## config.mk

```make
export PLATFORM = sky130hd
export DESIGN_NAME = uncache_mem_resp_flat
export DESIGN_NICKNAME = d
export VERILOG_FILES = /design/src/rtl/uncache_mem_resp_pkg.sv /design/src/rtl/uncache_mem_resp_if.sv /design/src/rtl/uncache_mem_resp_lane_align.sv /design/src/rtl/uncache_mem_resp.sv /design/src/flat_wrapper.sv
export SDC_FILE = /design/constraint.sdc
export NUM_CORES = 1
export LEC_CHECK = 0
export BUFFER_PORTS_ARGS = -buffer_cell sky130_fd_sc_hd__buf_2
export CORE_AREA = 4 4 161 163
export DETAILED_ROUTE_END_ITERATION = 6
export DIE_AREA = 0 0 165 167
export GPL_ROUTABILITY_DRIVEN = 0
export PLACE_DENSITY = 0.71
export SLEW_MARGIN = 20
export SYNTH_ARGS = -nofsm -noshare
export SYNTH_HDL_FRONTEND = slang
export SYNTH_SLANG_ARGS = --single-unit
```

## constraint.sdc

```tcl
create_clock -name clk -period 11.2 [get_ports clk]
set_input_delay 1.68 -clock clk [delete_from_list [all_inputs] [get_ports clk]]
set_output_delay 1.68 -clock clk [all_outputs]
set_load 0.02 [all_outputs]
```

## src/rtl/uncache_mem_resp_pkg.sv

```systemverilog
// +--------------------------------------------------------------------+
// | uncache_mem_pkg : size encodings, FSM states, size-to-mask helper   |
// | Revision: 1.0                                                       |
// +--------------------------------------------------------------------+
`default_nettype none

package uncache_mem_pkg;

  localparam logic [1:0] SZ_B = 2'd0;
  localparam logic [1:0] SZ_H = 2'd1;
  localparam logic [1:0] SZ_W = 2'd2;
  localparam logic [1:0] SZ_D = 2'd3;

  typedef enum logic [1:0] {
    ST_IDLE = 2'd0,
    ST_RD   = 2'd1,
    ST_RESP = 2'd2
  } state_e;

  function automatic logic [7:0] size_mask(input logic [1:0] size);
    case (size)
      SZ_B:    return 8'h01;
      SZ_H:    return 8'h03;
      SZ_W:    return 8'h0F;
      default: return 8'hFF;
    endcase
  endfunction

endpackage

`default_nettype wire

```

## src/rtl/uncache_mem_resp_if.sv

```systemverilog
// +--------------------------------------------------------------------+
// | uncache_mem_resp_if : LSU uncached request/response channel         |
// | Revision: 1.0                                                       |
// +--------------------------------------------------------------------+
`default_nettype none

interface uncache_mem_resp_if;
  logic        uncache_mem_vld_i;
  logic        uncache_mem_ready_o;
  logic        uncache_mem_write_i;
  logic [2:0]  uncache_mem_size_i;
  logic [63:0] uncache_mem_addr_i;
  logic [63:0] uncache_mem_wdata_i;
  logic        uncache_mem_resp_vld_o;
  logic        uncache_mem_resp_rdy_i;
  logic [63:0] uncache_mem_resp_data_o;

  modport master (
    output uncache_mem_vld_i, uncache_mem_write_i, uncache_mem_size_i,
           uncache_mem_addr_i, uncache_mem_wdata_i, uncache_mem_resp_rdy_i,
    input  uncache_mem_ready_o, uncache_mem_resp_vld_o, uncache_mem_resp_data_o
  );

  modport slave (
    input  uncache_mem_vld_i, uncache_mem_write_i, uncache_mem_size_i,
           uncache_mem_addr_i, uncache_mem_wdata_i, uncache_mem_resp_rdy_i,
    output uncache_mem_ready_o, uncache_mem_resp_vld_o, uncache_mem_resp_data_o
  );
endinterface

`default_nettype wire

```

## src/rtl/uncache_mem_resp_lane_align.sv

```systemverilog
// +--------------------------------------------------------------------+
// | uncache_lane_align : byte-lane enables, store shift, load extract   |
// | Revision: 1.0                                                       |
// +--------------------------------------------------------------------+
`default_nettype none

module uncache_lane_align
  import uncache_mem_pkg::*;
(
  input  logic [1:0]  size_i,
  input  logic [2:0]  off_i,
  input  logic [63:0] wdata_i,
  input  logic [63:0] rdata_i,
  output logic [7:0]  be_o,
  output logic [63:0] wdata_o,
  output logic        misaligned_o,
  output logic [63:0] rdata_o
);

  logic [7:0]  mask;
  logic [2:0]  low_bits;
  logic [63:0] rdata_sh;

  always_comb begin
    mask     = size_mask(size_i);
    // Offset bits that must be zero for a naturally aligned access.
    low_bits = 3'((4'd1 << size_i) - 4'd1);
    be_o         = mask << off_i;
    wdata_o      = wdata_i << {off_i, 3'b000};
    misaligned_o = |(off_i & low_bits);
    rdata_sh     = rdata_i >> {off_i, 3'b000};
    rdata_o      = '0;
    for (int i = 0; i < 8; i++) begin
      rdata_o[8*i +: 8] = mask[i] ? rdata_sh[8*i +: 8] : 8'h00;
    end
  end

endmodule

`default_nettype wire

```

## src/rtl/uncache_mem_resp.sv

```systemverilog
// +--------------------------------------------------------------------+
// | uncache_mem_resp : uncached LSU responder backed by a 64-bit SRAM   |
// | Revision: 1.0                                                       |
// +--------------------------------------------------------------------+
`default_nettype none

module uncache_mem_resp
  import uncache_mem_pkg::*;
#(
  parameter logic [63:0] BASE_ADDR = 64'h8000_0000,
  parameter int unsigned SRAM_AW   = 12
)(
  input  logic               clk,
  input  logic               rst,
  uncache_mem_resp_if.slave  mem_if,
  output logic               sram_en_o,
  output logic               sram_we_o,
  output logic [7:0]         sram_be_o,
  output logic [SRAM_AW-1:0] sram_addr_o,
  output logic [63:0]        sram_wdata_o,
  input  logic [63:0]        sram_rdata_i,
  output logic               err_vld_o,
  output logic [63:0]        err_addr_o
);

  localparam logic [63:0] RANGE_BYTES = 64'd8 << SRAM_AW;

  state_e      state_q, state_d;
  logic [2:0]  off_q, off_d;
  logic [1:0]  size_q, size_d;
  logic        fault_q, fault_d;
  logic [63:0] resp_data_q, resp_data_d;
  logic        err_vld_q, err_vld_d;
  logic [63:0] err_addr_q, err_addr_d;

  logic        req_hs;
  logic [63:0] byte_off;
  logic        in_range;
  logic        req_fault;
  logic [1:0]  lane_size;
  logic [2:0]  lane_off;
  logic [7:0]  lane_be;
  logic [63:0] lane_wdata;
  logic        lane_misaligned;
  logic [63:0] lane_rdata;
  logic        unused_size_bit;

  assign unused_size_bit = mem_if.uncache_mem_size_i[2];

  // The aligner serves the live request in IDLE and the latched load afterwards.
  assign lane_size = (state_q == ST_IDLE) ? mem_if.uncache_mem_size_i[1:0] : size_q;
  assign lane_off  = (state_q == ST_IDLE) ? mem_if.uncache_mem_addr_i[2:0] : off_q;

  uncache_lane_align u_lane_align (
    .size_i       (lane_size),
    .off_i        (lane_off),
    .wdata_i      (mem_if.uncache_mem_wdata_i),
    .rdata_i      (sram_rdata_i),
    .be_o         (lane_be),
    .wdata_o      (lane_wdata),
    .misaligned_o (lane_misaligned),
    .rdata_o      (lane_rdata)
  );

  always_comb begin
    req_hs    = mem_if.uncache_mem_vld_i && (state_q == ST_IDLE);
    byte_off  = mem_if.uncache_mem_addr_i - BASE_ADDR;
    in_range  = (mem_if.uncache_mem_addr_i >= BASE_ADDR) && (byte_off < RANGE_BYTES);
    req_fault = lane_misaligned || !in_range;
  end

  always_comb begin
    state_d      = state_q;
    off_d        = off_q;
    size_d       = size_q;
    fault_d      = fault_q;
    resp_data_d  = resp_data_q;
    err_vld_d    = 1'b0;
    err_addr_d   = err_addr_q;
    sram_en_o    = 1'b0;
    sram_we_o    = 1'b0;
    sram_be_o    = 8'h00;
    sram_addr_o  = '0;
    sram_wdata_o = '0;

    case (state_q)
      ST_IDLE: begin
        if (req_hs) begin
          if (req_fault) begin
            err_vld_d  = 1'b1;
            err_addr_d = mem_if.uncache_mem_addr_i;
          end
          if (mem_if.uncache_mem_write_i) begin
            if (!req_fault) begin
              sram_en_o    = 1'b1;
              sram_we_o    = 1'b1;
              sram_be_o    = lane_be;
              sram_addr_o  = byte_off[SRAM_AW+2:3];
              sram_wdata_o = lane_wdata;
            end
          end else begin
            if (!req_fault) begin
              sram_en_o   = 1'b1;
              sram_addr_o = byte_off[SRAM_AW+2:3];
            end
            off_d   = mem_if.uncache_mem_addr_i[2:0];
            size_d  = mem_if.uncache_mem_size_i[1:0];
            fault_d = req_fault;
            state_d = ST_RD;
          end
        end
      end
      ST_RD: begin
        resp_data_d = fault_q ? 64'h0 : lane_rdata;
        state_d     = ST_RESP;
      end
      ST_RESP: begin
        if (mem_if.uncache_mem_resp_rdy_i) begin
          state_d = ST_IDLE;
        end
      end
      default: state_d = ST_IDLE;
    endcase
  end

  always_ff @(posedge clk) begin
    if (rst) begin
      state_q     <= ST_IDLE;
      off_q       <= 3'd0;
      size_q      <= SZ_B;
      fault_q     <= 1'b0;
      resp_data_q <= 64'h0;
      err_vld_q   <= 1'b0;
      err_addr_q  <= 64'h0;
    end else begin
      state_q     <= state_d;
      off_q       <= off_d;
      size_q      <= size_d;
      fault_q     <= fault_d;
      resp_data_q <= resp_data_d;
      err_vld_q   <= err_vld_d;
      err_addr_q  <= err_addr_d;
    end
  end

  assign mem_if.uncache_mem_ready_o     = (state_q == ST_IDLE);
  assign mem_if.uncache_mem_resp_vld_o  = (state_q == ST_RESP);
  assign mem_if.uncache_mem_resp_data_o = resp_data_q;
  assign err_vld_o                      = err_vld_q;
  assign err_addr_o                     = err_addr_q;

endmodule

`default_nettype wire
```

## src/flat_wrapper.sv

```systemverilog
// flat-port wrapper written by rule: the top's interface ports become plain ports
module uncache_mem_resp_flat import uncache_mem_pkg::*;
#(
  parameter logic [63:0] BASE_ADDR = 64'h8000_0000,
  parameter int unsigned SRAM_AW   = 12
)
  (clk, rst, sram_en_o, sram_we_o, sram_be_o, sram_addr_o, sram_wdata_o, sram_rdata_i, err_vld_o, err_addr_o, mem_if_uncache_mem_vld_i, mem_if_uncache_mem_write_i, mem_if_uncache_mem_size_i, mem_if_uncache_mem_addr_i, mem_if_uncache_mem_wdata_i, mem_if_uncache_mem_resp_rdy_i, mem_if_uncache_mem_ready_o, mem_if_uncache_mem_resp_vld_o, mem_if_uncache_mem_resp_data_o);
  uncache_mem_resp_if mem_if_i ();
  input  logic clk;
  input  logic rst;
  output logic sram_en_o;
  output logic sram_we_o;
  output logic [7:0] sram_be_o;
  output logic [SRAM_AW-1:0] sram_addr_o;
  output logic [63:0] sram_wdata_o;
  input  logic [63:0] sram_rdata_i;
  output logic err_vld_o;
  output logic [63:0] err_addr_o;
  input wire logic [$bits(mem_if_i.uncache_mem_vld_i)-1:0] mem_if_uncache_mem_vld_i;
  input wire logic [$bits(mem_if_i.uncache_mem_write_i)-1:0] mem_if_uncache_mem_write_i;
  input wire logic [$bits(mem_if_i.uncache_mem_size_i)-1:0] mem_if_uncache_mem_size_i;
  input wire logic [$bits(mem_if_i.uncache_mem_addr_i)-1:0] mem_if_uncache_mem_addr_i;
  input wire logic [$bits(mem_if_i.uncache_mem_wdata_i)-1:0] mem_if_uncache_mem_wdata_i;
  input wire logic [$bits(mem_if_i.uncache_mem_resp_rdy_i)-1:0] mem_if_uncache_mem_resp_rdy_i;
  output wire logic [$bits(mem_if_i.uncache_mem_ready_o)-1:0] mem_if_uncache_mem_ready_o;
  output wire logic [$bits(mem_if_i.uncache_mem_resp_vld_o)-1:0] mem_if_uncache_mem_resp_vld_o;
  output wire logic [$bits(mem_if_i.uncache_mem_resp_data_o)-1:0] mem_if_uncache_mem_resp_data_o;
  assign mem_if_i.uncache_mem_vld_i = mem_if_uncache_mem_vld_i;
  assign mem_if_i.uncache_mem_write_i = mem_if_uncache_mem_write_i;
  assign mem_if_i.uncache_mem_size_i = mem_if_uncache_mem_size_i;
  assign mem_if_i.uncache_mem_addr_i = mem_if_uncache_mem_addr_i;
  assign mem_if_i.uncache_mem_wdata_i = mem_if_uncache_mem_wdata_i;
  assign mem_if_i.uncache_mem_resp_rdy_i = mem_if_uncache_mem_resp_rdy_i;
  assign mem_if_uncache_mem_ready_o = mem_if_i.uncache_mem_ready_o;
  assign mem_if_uncache_mem_resp_vld_o = mem_if_i.uncache_mem_resp_vld_o;
  assign mem_if_uncache_mem_resp_data_o = mem_if_i.uncache_mem_resp_data_o;
  uncache_mem_resp #(.BASE_ADDR(BASE_ADDR), .SRAM_AW(SRAM_AW)) u_core (.clk(clk), .rst(rst), .mem_if(mem_if_i), .sram_en_o(sram_en_o), .sram_we_o(sram_we_o), .sram_be_o(sram_be_o), .sram_addr_o(sram_addr_o), .sram_wdata_o(sram_wdata_o), .sram_rdata_i(sram_rdata_i), .err_vld_o(err_vld_o), .err_addr_o(err_addr_o));
endmodule
```

==> summary.md, run 1 <==
| Metric | Value |
|---|---|
| Synth Area in Compound Gates | 18.08% |
| P_int | 0.0009942 W |
| Met3 WL post-DR | 3901 µm |
| Crit path capture type | output port |
| Core area | 24,320 µm² |
| FF-to-FF path depth | 8 |
| Antenna violations before repair | 5 |
| Clock buffer depth | 2 |
| Clock latency on the worst-skew pair | 0.43 ns |
| Critical Path, Cell by Cell | buf_2, inv_1, ha_1, nor4b_2, nand2_1, a2111oi_0, o211ai_2, nor4_4, nand4_4, nand2b_1, a211oi_2, buf_2 |
| Most common cell after layout, fill and taps aside | buf_2 |
| CP arrival | 5.68 ns |
| Mux contribution to synthesized area | 12.48% |
| Global-route usage over all layers | 26.35% |
| Die height | 167 µm |
| Setup-failing EPs final | 0 |
| Initial Utilization | 37.44% |
| Max incr delay on CP | 0.67 ns |
| First drt pass iteration count | 7 |
| Worst Skew | 0.01408 ns |
| Leakage | 5.921 nW |
| Detailed router's first-iteration violation count | 1,100 |
| Post-synthesis adder-cell area fraction | 0.1374% |
| Switching pwr | 0.0005058 W |
| Post-route ant nets | 0 |
| Rel. slew slack | 26.55% |
| Syn Inst Count | 1,323 |
| Worst setup path class | in -> out |
| Post-synthesis simple-gate area fraction | 33.55% |
| Clock-pin slew on the worst setup and hold paths | 0.06 ns |
| Routed WL | 38,540 µm |
| Measured slew at the worst slew-check pin | 1.102 ns |
| Total setup buffers inserted after CTS | 0 |
| Tcrit/Tclk final | 65.76% |
| Status | finished, final reports clean |
| Fin crit period | 7.365 ns |
| Die W | 165 µm |
| DR DRC count | 0 |
| Number of synthesized flops with an enable pin | 0 |
| Crit start category | input port |
| Logic pwr share | 25.4% |
| Max Freq | 135.8 MHz |
| First-pass GRT wire length | 58,540 µm |
| Number of global-route vias before repair | 10,260 |
| RR Startpoint | u_core.state_q[0] |
| Crit. Startpoint | mem_if_uncache_mem_addr_i[32] |
| Largest net degree at the start of global routing | 84 |
| Top routing layer used | met5 |
| H-tree depth | 4 |
| TritonCTS Buffers | 17 |
| Die ar. | 27,560 µm² |
| Prevailing post-synth register cell | dfxtp_1 |
| Nets | 1,870 |
| Port Buffer Count | 415 |
| Register share of total power | 34.5% |
| Most frequent CP cell | buf_2 |
| Pwr per Cell Area | 125.7 nW/µm² |
| Fin. max-slew vios | 0 |
| Vias | 11,360 |
| Top delay family on crit path | simple AND/OR/NAND/NOR gates |
| Detailed placement HPWL | 28,310 µm |
| Area Growth Syn to Fin | 31.02% |
| Root buffer cell | clkbuf_16 |
| WP depth | 12 |
| CP required | 9.52 ns |
| Synthesized Nets | 1,524 |
| Worst Hold Class | reg -> reg |
| FF+latch count, synth | 137 |
| Synth Area in XOR/XNOR | 0.3847% |
| Mapped Area | 9106 µm² |
| # hold bufs at CTS | 0 |
| Unique masters post-synth | 57 |
| Final Hold Vio Count | 0 |
| Setup TNS | 0 ns |
| Sequential area share after synthesis | 30.12% |
| Ys async rst share | 0% |
| CP max FO | 32 |
| WL per Instance | 19.18 µm |
| Critical path buffers and inverters | 3 |
| Avg Inst Size Synth | 6.883 µm² |
| Fraction of layout cells with a size suffix above 1 | 29.15% |
| Crit path max-delay cell type | nand2b_1 |
| Hold Path Stages | 2 |
| Clock Sinks | 137 |
| Unrepaired setup endpoints after global routing | no |
| GRT overflow | 0 |
| I/O pins | 417 |
| Number of fill cells | 2,478 |
| # rows | 57 |
| TritonCTS clock tree | done |
| Most frequent cells in the layout | buf_2, nand2_1, nor2_1 |
| Vias per Instance | 5.656 |
| Metal-1 WL | 14,770 µm |
| # Max-Cap Violations | 0 |
| Sw frac | 33.72% |
| Worst vdd ir | 0.08715 mV |
| Clock power share | 40.1% |
| Synth warn | 0 |
| Largest family of logic cells by synthesized area | simple AND/OR/NAND/NOR gates |
| Core Util, Final | 49.06% |
| Post-CTS Resized | 0 |
| Hold Path Origin | u_core.err_addr_o[0] |
| Met2 Wirelength | 18,580 µm |
## routing by layer
| layer | vias up | global-route usage (%) |
|---|---|---|
| met5 | - | 0 |
| met4 | 4 | 8.571 |
| met3 | 111 | 6.797 |
| met2 | 698 | 44.42 |
| met1 | 5233 | 32.60 |
| li1 | 5316 | - |
## path summary, 6_finish.rpt
kind | end | slack, ns
max | sram_be_o[2] | 3.84
min | u_core.err_addr_o[0] | 0.48
max reg2reg | u_core.mem_if.uncache_mem_resp_data_o[61] | 7.05
min reg2reg | u_core.err_addr_o[0] | 0.48
## worst register-to-register path: stages (launching register included)
cell     delay (ns)
dfxtp_1        0.44
or2_1          0.57
inv_2          0.21
mux2i_1        0.37
nor2_2         0.88
nand2_1        0.48
nor3_1         0.85
a22oi_1        0.15
nor2_1         0.14
## kinds of logic after synthesis
logic type | Yosys count
adder cells (fa/ha/maj) | 1
XOR/XNOR | 4
buffers and inverters | 109
flip-flops | 137
AND/OR/NAND/NOR | 698
multiplexers | 113
AO/OA/AOI/OAI | 261
## final cells by class
cell class,count,area [µm²],share of cell area [%]
Antenna cell,4,10.01,0.08389
Clock buffer,17,425.4,3.565
Clock inverter,14,185.2,1.552
Inverter,6,22.52,0.1888
Multi-Input combinational cell,1077,5948,49.85
Sequential cell,137,2743,22.99
Tap cell,324,405.4,3.398
Timing Repair Buffer,430,2192,18.37
## state kept, by name (all words and copies together), names as in the netlist
register / cells
u_core.off_q: 3
u_core.state_q: 2
u_core.err_vld_o: 1
u_core.size_q: 2
u_core.err_addr_o: 64
u_core.fault_q: 1
u_core.mem_if.uncache_mem_resp_data_o: 64
## power groups by stage
stage | Clock, W | Combinational (W) | Sequential, W
floorplan | 0 | 0.000216 | 0.000551
detailed placement | 0 | 0.000374 | 0.000529
CTS | 0.000611 | 0.000375 | 0.000518
global placement | 0 | 0.000371 | 0.000528
global route | 0.000631 | 0.000413 | 0.000520
finish | 0.000602 | 0.000380 | 0.000518
## synthesized netlist by cell type, drive strengths merged, types with 8 or more instances
master	number	share of area, %
buf	29	2.0
a22oi	41	3.4
o22ai	8	0.55
mux2i	109	12
o311a	8	0.88
a2bb2oi	8	0.77
a211oi	19	1.6
nand2	315	13
nand3	101	5.6
clkbuf	74	3.1
nor3	13	0.84
dfxtp	137	30
o21ai	31	1.7
a21oi	123	6.8
nor2	189	7.9
nor4	15	1.3
and2	29	2.0
a32oi	8	0.77
## per-stage QoR
step / std cells / hold slack [ns] / total power [W] / area, µm² / setup WS [ns]
after floorplan: 1323 / 0.4450 / 0.0007668 / 9106 / 5.108
after global placement: 1974 / 0.4632 / 0.0008984 / 11310 / 3.927
after detailed placement: 1974 / 0.4754 / 0.0009023 / 11310 / 3.893
after CTS: 2005 / 0.4900 / 0.001504 / 11920 / 3.886
after global routing: 2008 / 0.5146 / 0.001564 / 11930 / 3.432
final: 2009 / 0.4847 / 0.001500 / 11930 / 3.835
No activity file was read; power rests on OpenSTA's default activity.
==> inputs of run 2 (changes only) <==
Settings changed: CORE_AREA 4 4 161 163 to 4 4 160 162, DIE_AREA 0 0 165 167 to 0 0 164 166, PLACE_DENSITY 0.71 to 0.74.
Clock period 11.2 ns to 6.2 ns, I/O delays scaled along.
==> run 2 against run 1 <==
Compared with the run above: die area is 1.2% lower; routed wire length is 0.69% higher; sequential cell count stayed put; utilization is 0.64 points higher; sequential power is 81% higher.
==> summary.md, run 2 (synthesized netlist as in run 1, its figures left out) <==
| Metric | Value |
|---|---|
| Worst vdd ir | 0.1502 mV |
| Clock buffer depth | 2 |
| First drt pass iteration count | 6 |
| TritonCTS clock tree | done |
| Largest net degree at the start of global routing | 71 |
| Hold WS | 0.4854 ns |
| Die height | 166 µm |
| Most frequent CP cell | buf_2 |
| Max incr delay on CP | 0.51 ns |
| CP arrival | 4.33 ns |
| Setup TNS | 0 ns |
| Post-route ant nets | 0 |
| Setup-failing EPs final | 0 |
| Worst Skew | 0.01693 ns |
| Final worst slack | 0.9440 ns |
| Clock latency on the worst-skew pair | 0.43 ns |
| Status | finished, final reports clean |
| Die ar. | 27,220 µm² |
| I/O pins | 417 |
| GRT overflow | 0 |
| Vias | 11,470 |
| # rows | 57 |
| Top delay family on crit path | simple AND/OR/NAND/NOR gates |
| Tcrit/Tclk final | 84.77% |
| Nets | 1,872 |
| Max Freq | 190.3 MHz |
| Fraction of layout cells with a size suffix above 1 | 29.16% |
| Root buffer cell | clkbuf_16 |
| TritonCTS Buffers | 17 |
| Core area | 24,110 µm² |
| CP required | 5.27 ns |
| Fin. max-slew vios | 0 |
| Port Buffer Count | 415 |
| Worst setup path class | in -> out |
| Clock Sinks | 137 |
| Most frequent cells in the layout | buf_2, nand2_1, nor2_1 |
| # Max-Cap Violations | 0 |
| Area Growth Syn to Fin | 31.56% |
| DP Worst Slack | 0.9766 ns |
| Number of global-route vias before repair | 10,760 |
| Crit path capture type | output port |
| DR DRC count | 0 |
| Fin crit period | 5.256 ns |
| Crit path max-delay cell type | a2111oi_0 |
| Pwr per Cell Area | 230.0 nW/µm² |
| Unrepaired setup endpoints after global routing | no |
| Antenna violations before repair | 7 |
| Detailed placement HPWL | 28,360 µm |
| Die W | 164 µm |
| First-pass GRT wire length | 59,570 µm |
| Critical path buffers and inverters | 4 |
| Rel. slew slack | 26.64% |
| Vias per Instance | 5.695 |
| Routed WL | 38,800 µm |
| WL per Instance | 19.27 µm |
| Measured slew at the worst slew-check pin | 1.092 ns |
| Worst Hold Class | reg -> reg |
| Crit start category | input port |
| Clock-pin slew on the worst setup and hold paths | 0.06 ns |
| CP max FO | 29 |
| Detailed router's first-iteration violation count | 1,419 |
| Initial Utilization | 37.78% |
| Post-CTS Resized | 0 |
| Final Hold Vio Count | 0 |
| Critical Path, Cell by Cell | buf_2, inv_1, ha_1, nor4b_2, nand2_1, a2111oi_0, o211ai_2, nor4_4, nand4_4, buf_4, a31o_2, a2111oi_2, buf_2 |
| Most common cell after layout, fill and taps aside | buf_2 |
| H-tree depth | 4 |
| Total setup buffers inserted after CTS | 0 |
| Leakage | 5.953 nW |
| # hold bufs at CTS | 0 |
| Global-route usage over all layers | 27.07% |
[run 2: changes by cell type in the layout (fill, tap and decap cells not counted), moves of 2 or more]
| cell | change |
|---|---|
| diode_2 | +2 |
| inv_8 | +3 |
| inv_6 | -6 |
| buf_4 | +2 |
| clkinv_4 | +3 |
| clkinvlp_4 | -2 |
[run 2: final cells by class]
cell class | instances | area, µm²
diodes | 6 | 15.01
clock buffers | 18 | 429.2
clock inverters | 14 | 212.7
fillers | 2420 | 12130
inverters | 6 | 22.52
multi-input cells | 1077 | 5946
flip-flops and latches | 137 | 2743
well taps | 324 | 405.4
repair buffers | 432 | 2207
[run 2: worst min-delay path: stages (launching register included)]
cell	delay (ns)
dfxtp_1	0.33
nand2_1	0.06
a21oi_1	0.05
[run 2: metal layers]
metal / share of wire (%) / vias up / track usage, %
li1: - / 5308 / -
met1: 38 / 5263 / 32.64
met2: 46 / 754 / 44.58
met3: 11 / 141 / 7.769
met4: 4.8 / 4 / 12.11
met5: 0.057 / - / 0
[run 2: power by group]
| group | total [W] | switching [W] | internal [W] |
|---|---|---|---|
| logic | 0.000687 | 0.000451 | 0.000236 |
| clock network | 0.00113 | 0.000445 | 0.000687 |
| registers | 0.000937 | 0.0000201 | 0.000917 |
| total | 0.00276 | 0.000915 | 0.00184 |
[run 2: worst paths after layout]
check	start	to	slack, ns	cells after the start
setup / recovery	mem_if_uncache_mem_addr_i[31]	sram_be_o[6]	0.94	13
hold / removal	u_core.size_q[1]	u_core.size_q[1]	0.49	2
setup reg to reg	u_core.state_q[0]	u_core.mem_if.uncache_mem_resp_data_o[24]	2.43	7
hold reg to reg	u_core.size_q[1]	u_core.size_q[1]	0.49	2
[run 2: metrics by stage]
stage / cells / total power [W] / utilization (%) / area [µm²]
after floorplan: 1323 / 0.001385 / - / 9106
after global placement: 1976 / 0.001620 / 46.97 / 11320
after detailed placement: 1976 / 0.001631 / 46.97 / 11320
after CTS: 2008 / 0.002762 / 49.64 / 11970
after global routing: 2011 / 0.002873 / 49.67 / 11970
final: 2014 / 0.002755 / 49.70 / 11980
==> inputs of run 3 (changes only) <==
Clock period 6.2 ns to 4.6 ns, I/O delays scaled along.
==> run 3 against run 2 <==
Compared with the run above: setup slack lost 0.72 ns; first-iteration DRC count down 5.6%; clock power is 30% higher; clock skew fell by 0.0035 ns; critical path type unchanged; global-route usage fell by 0.19 points; combinational power rose by 38%; worst hold slack got worse by 0.024 ns; sequential power is 34% higher; total power is 34% higher; die area unchanged; critical endpoint is now sram_wdata_o[55].
==> summary.md, run 3 (synthesized netlist as in run 1, its figures left out) <==
| Metric | Value |
|---|---|
| Final Hold Vio Count | 0 |
| Global-route usage over all layers | 26.89% |
| Post-route ant nets | 0 |
| Most common cell after layout, fill and taps aside | buf_2 |
| Tcrit/Tclk final | 95.16% |
| Port Buffer Count | 415 |
| Area Growth Syn to Fin | 33.54% |
| Crit start category | input port |
| Die ar. | 27,220 µm² |
| Worst Skew | 0.01342 ns |
| Detailed router's first-iteration violation count | 1,340 |
| Max Freq | 228.5 MHz |
| Root buffer cell | clkbuf_16 |
| Antenna violations before repair | 10 |
| TritonCTS Buffers | 17 |
| # rows | 57 |
| Fin crit period | 4.377 ns |
| Metal-1 WL | 14,860 µm |
| Fraction of layout cells with a size suffix above 1 | 30.19% |
| Clock latency on the worst-skew pair | 0.42 ns |
| Unrepaired setup endpoints after global routing | no |
| Core area | 24,110 µm² |
| Largest net degree at the start of global routing | 68 |
| Status | finished, final reports clean |
| Crit path capture type | output port |
| Measured slew at the worst slew-check pin | 0.9942 ns |
| Post-CTS Resized | 0 |
| Routed WL | 38,850 µm |
| # Max-Cap Violations | 0 |
| H-tree depth | 4 |
| Leakage | 6.057 nW |
| Worst Hold Class | in -> reg |
| CP arrival | 3.69 ns |
| Final worst slack | 0.2229 ns |
| Placed Area | 11,530 µm² |
| Clock buffer depth | 2 |
| Initial Utilization | 37.78% |
| Post-route cell area | 12,160 µm² |
| Met3 WL post-DR | 3956 µm |
| CP required | 3.91 ns |
| # hold bufs at CTS | 0 |
| Vias | 11,500 |
| DP Worst Slack | 0.1358 ns |
| Clock Sinks | 137 |
| GRT overflow | 0 |
| Number of global-route vias before repair | 10,810 |
| Die height | 166 µm |
| Detailed placement HPWL | 29,060 µm |
| Vias per Instance | 5.653 |
| Nets | 1,894 |
| Total setup buffers inserted after CTS | 0 |
| Setup TNS | 0 ns |
| First drt pass iteration count | 6 |
| Met2 Wirelength | 18,120 µm |
| Die W | 164 µm |
| Pwr per Cell Area | 302.8 nW/µm² |
| Most frequent cells in the layout | buf_2, nand2_1, nor2_1 |
| DR DRC count | 0 |
| Rel. slew slack | 33.21% |
| TritonCTS clock tree | done |
| Worst vdd ir | 0.2080 mV |
| Clock-pin slew on the worst setup and hold paths | 0.07 ns |
| Worst setup path class | in -> out |
| Top routing layer used | met5 |
| Setup-failing EPs final | 0 |
| WL per Instance | 19.10 µm |
| First-pass GRT wire length | 59,310 µm |
| I/O pins | 417 |
| CP max FO | 27 |
| Fin. max-slew vios | 0 |
## run 3: through the flow
| step | total power, W | hold WS (ns) | std cells | util, % |
|---|---|---|---|---|
| after floorplan | 0.001867 | 0.4450 | 1323 | - |
| after global placement | 0.002201 | 0.4641 | 1998 | 47.81 |
| after detailed placement | 0.002214 | 0.4748 | 1998 | 47.81 |
| after CTS | 0.003691 | 0.4435 | 2030 | 50.36 |
| after global routing | 0.003835 | 0.4751 | 2033 | 50.44 |
| final | 0.003682 | 0.4618 | 2034 | 50.45 |
## run 3: power by group
group          switching [W]  total, W  internal [W]  leakage (nW)
combinational       0.000612  0.000945      0.000333          4.65
sequential         0.0000265   0.00126       0.00124          1.12
clock               0.000606   0.00147      0.000869         0.291
total                0.00124   0.00368       0.00244          6.06
## run 3: cell type report
| class | count | area, µm² |
|---|---|---|
| Antenna cell | 4 | 10.01 |
| Clock buffer | 18 | 429.2 |
| Clock inverter | 14 | 185.2 |
| Fill cell | 2429 | 11950 |
| Inverter | 6 | 25.02 |
| Multi-Input combinational cell | 1077 | 5953 |
| Sequential cell | 137 | 2743 |
| Tap cell | 324 | 405.4 |
| Timing Repair Buffer | 454 | 2410 |
## run 3: per-layer routing
metal	global-route usage [%]	vias to the layer above
li1	-	5344
met1	32.70	5304
met4	12.76	8
met2	44.65	714
met5	0	-
met3	6.230	128
## run 3: critical path, cell delays in order
cell and delay (ns):
buf_2 0.12, or4_4 0.55, or3_4 0.44, o31ai_2 0.28
o211ai_2 0.15, nor4_4 0.36, nand4_4 0.21, buf_4 0.30
inv_4 0.18, o311a_1 0.22, buf_2 0.18
## run 3: worst paths after layout
check / startpoint / end / slack (ns) / cells past startpoint
max: mem_if_uncache_mem_addr_i[40] / sram_wdata_o[55] / 0.22 / 11
min: mem_if_uncache_mem_write_i / u_core.state_q[0] / 0.46 / 2
max reg2reg: u_core.state_q[0] / u_core.mem_if.uncache_mem_resp_data_o[50] / 1.23 / 11
min reg2reg: u_core.size_q[1] / u_core.size_q[1] / 0.48 / 2
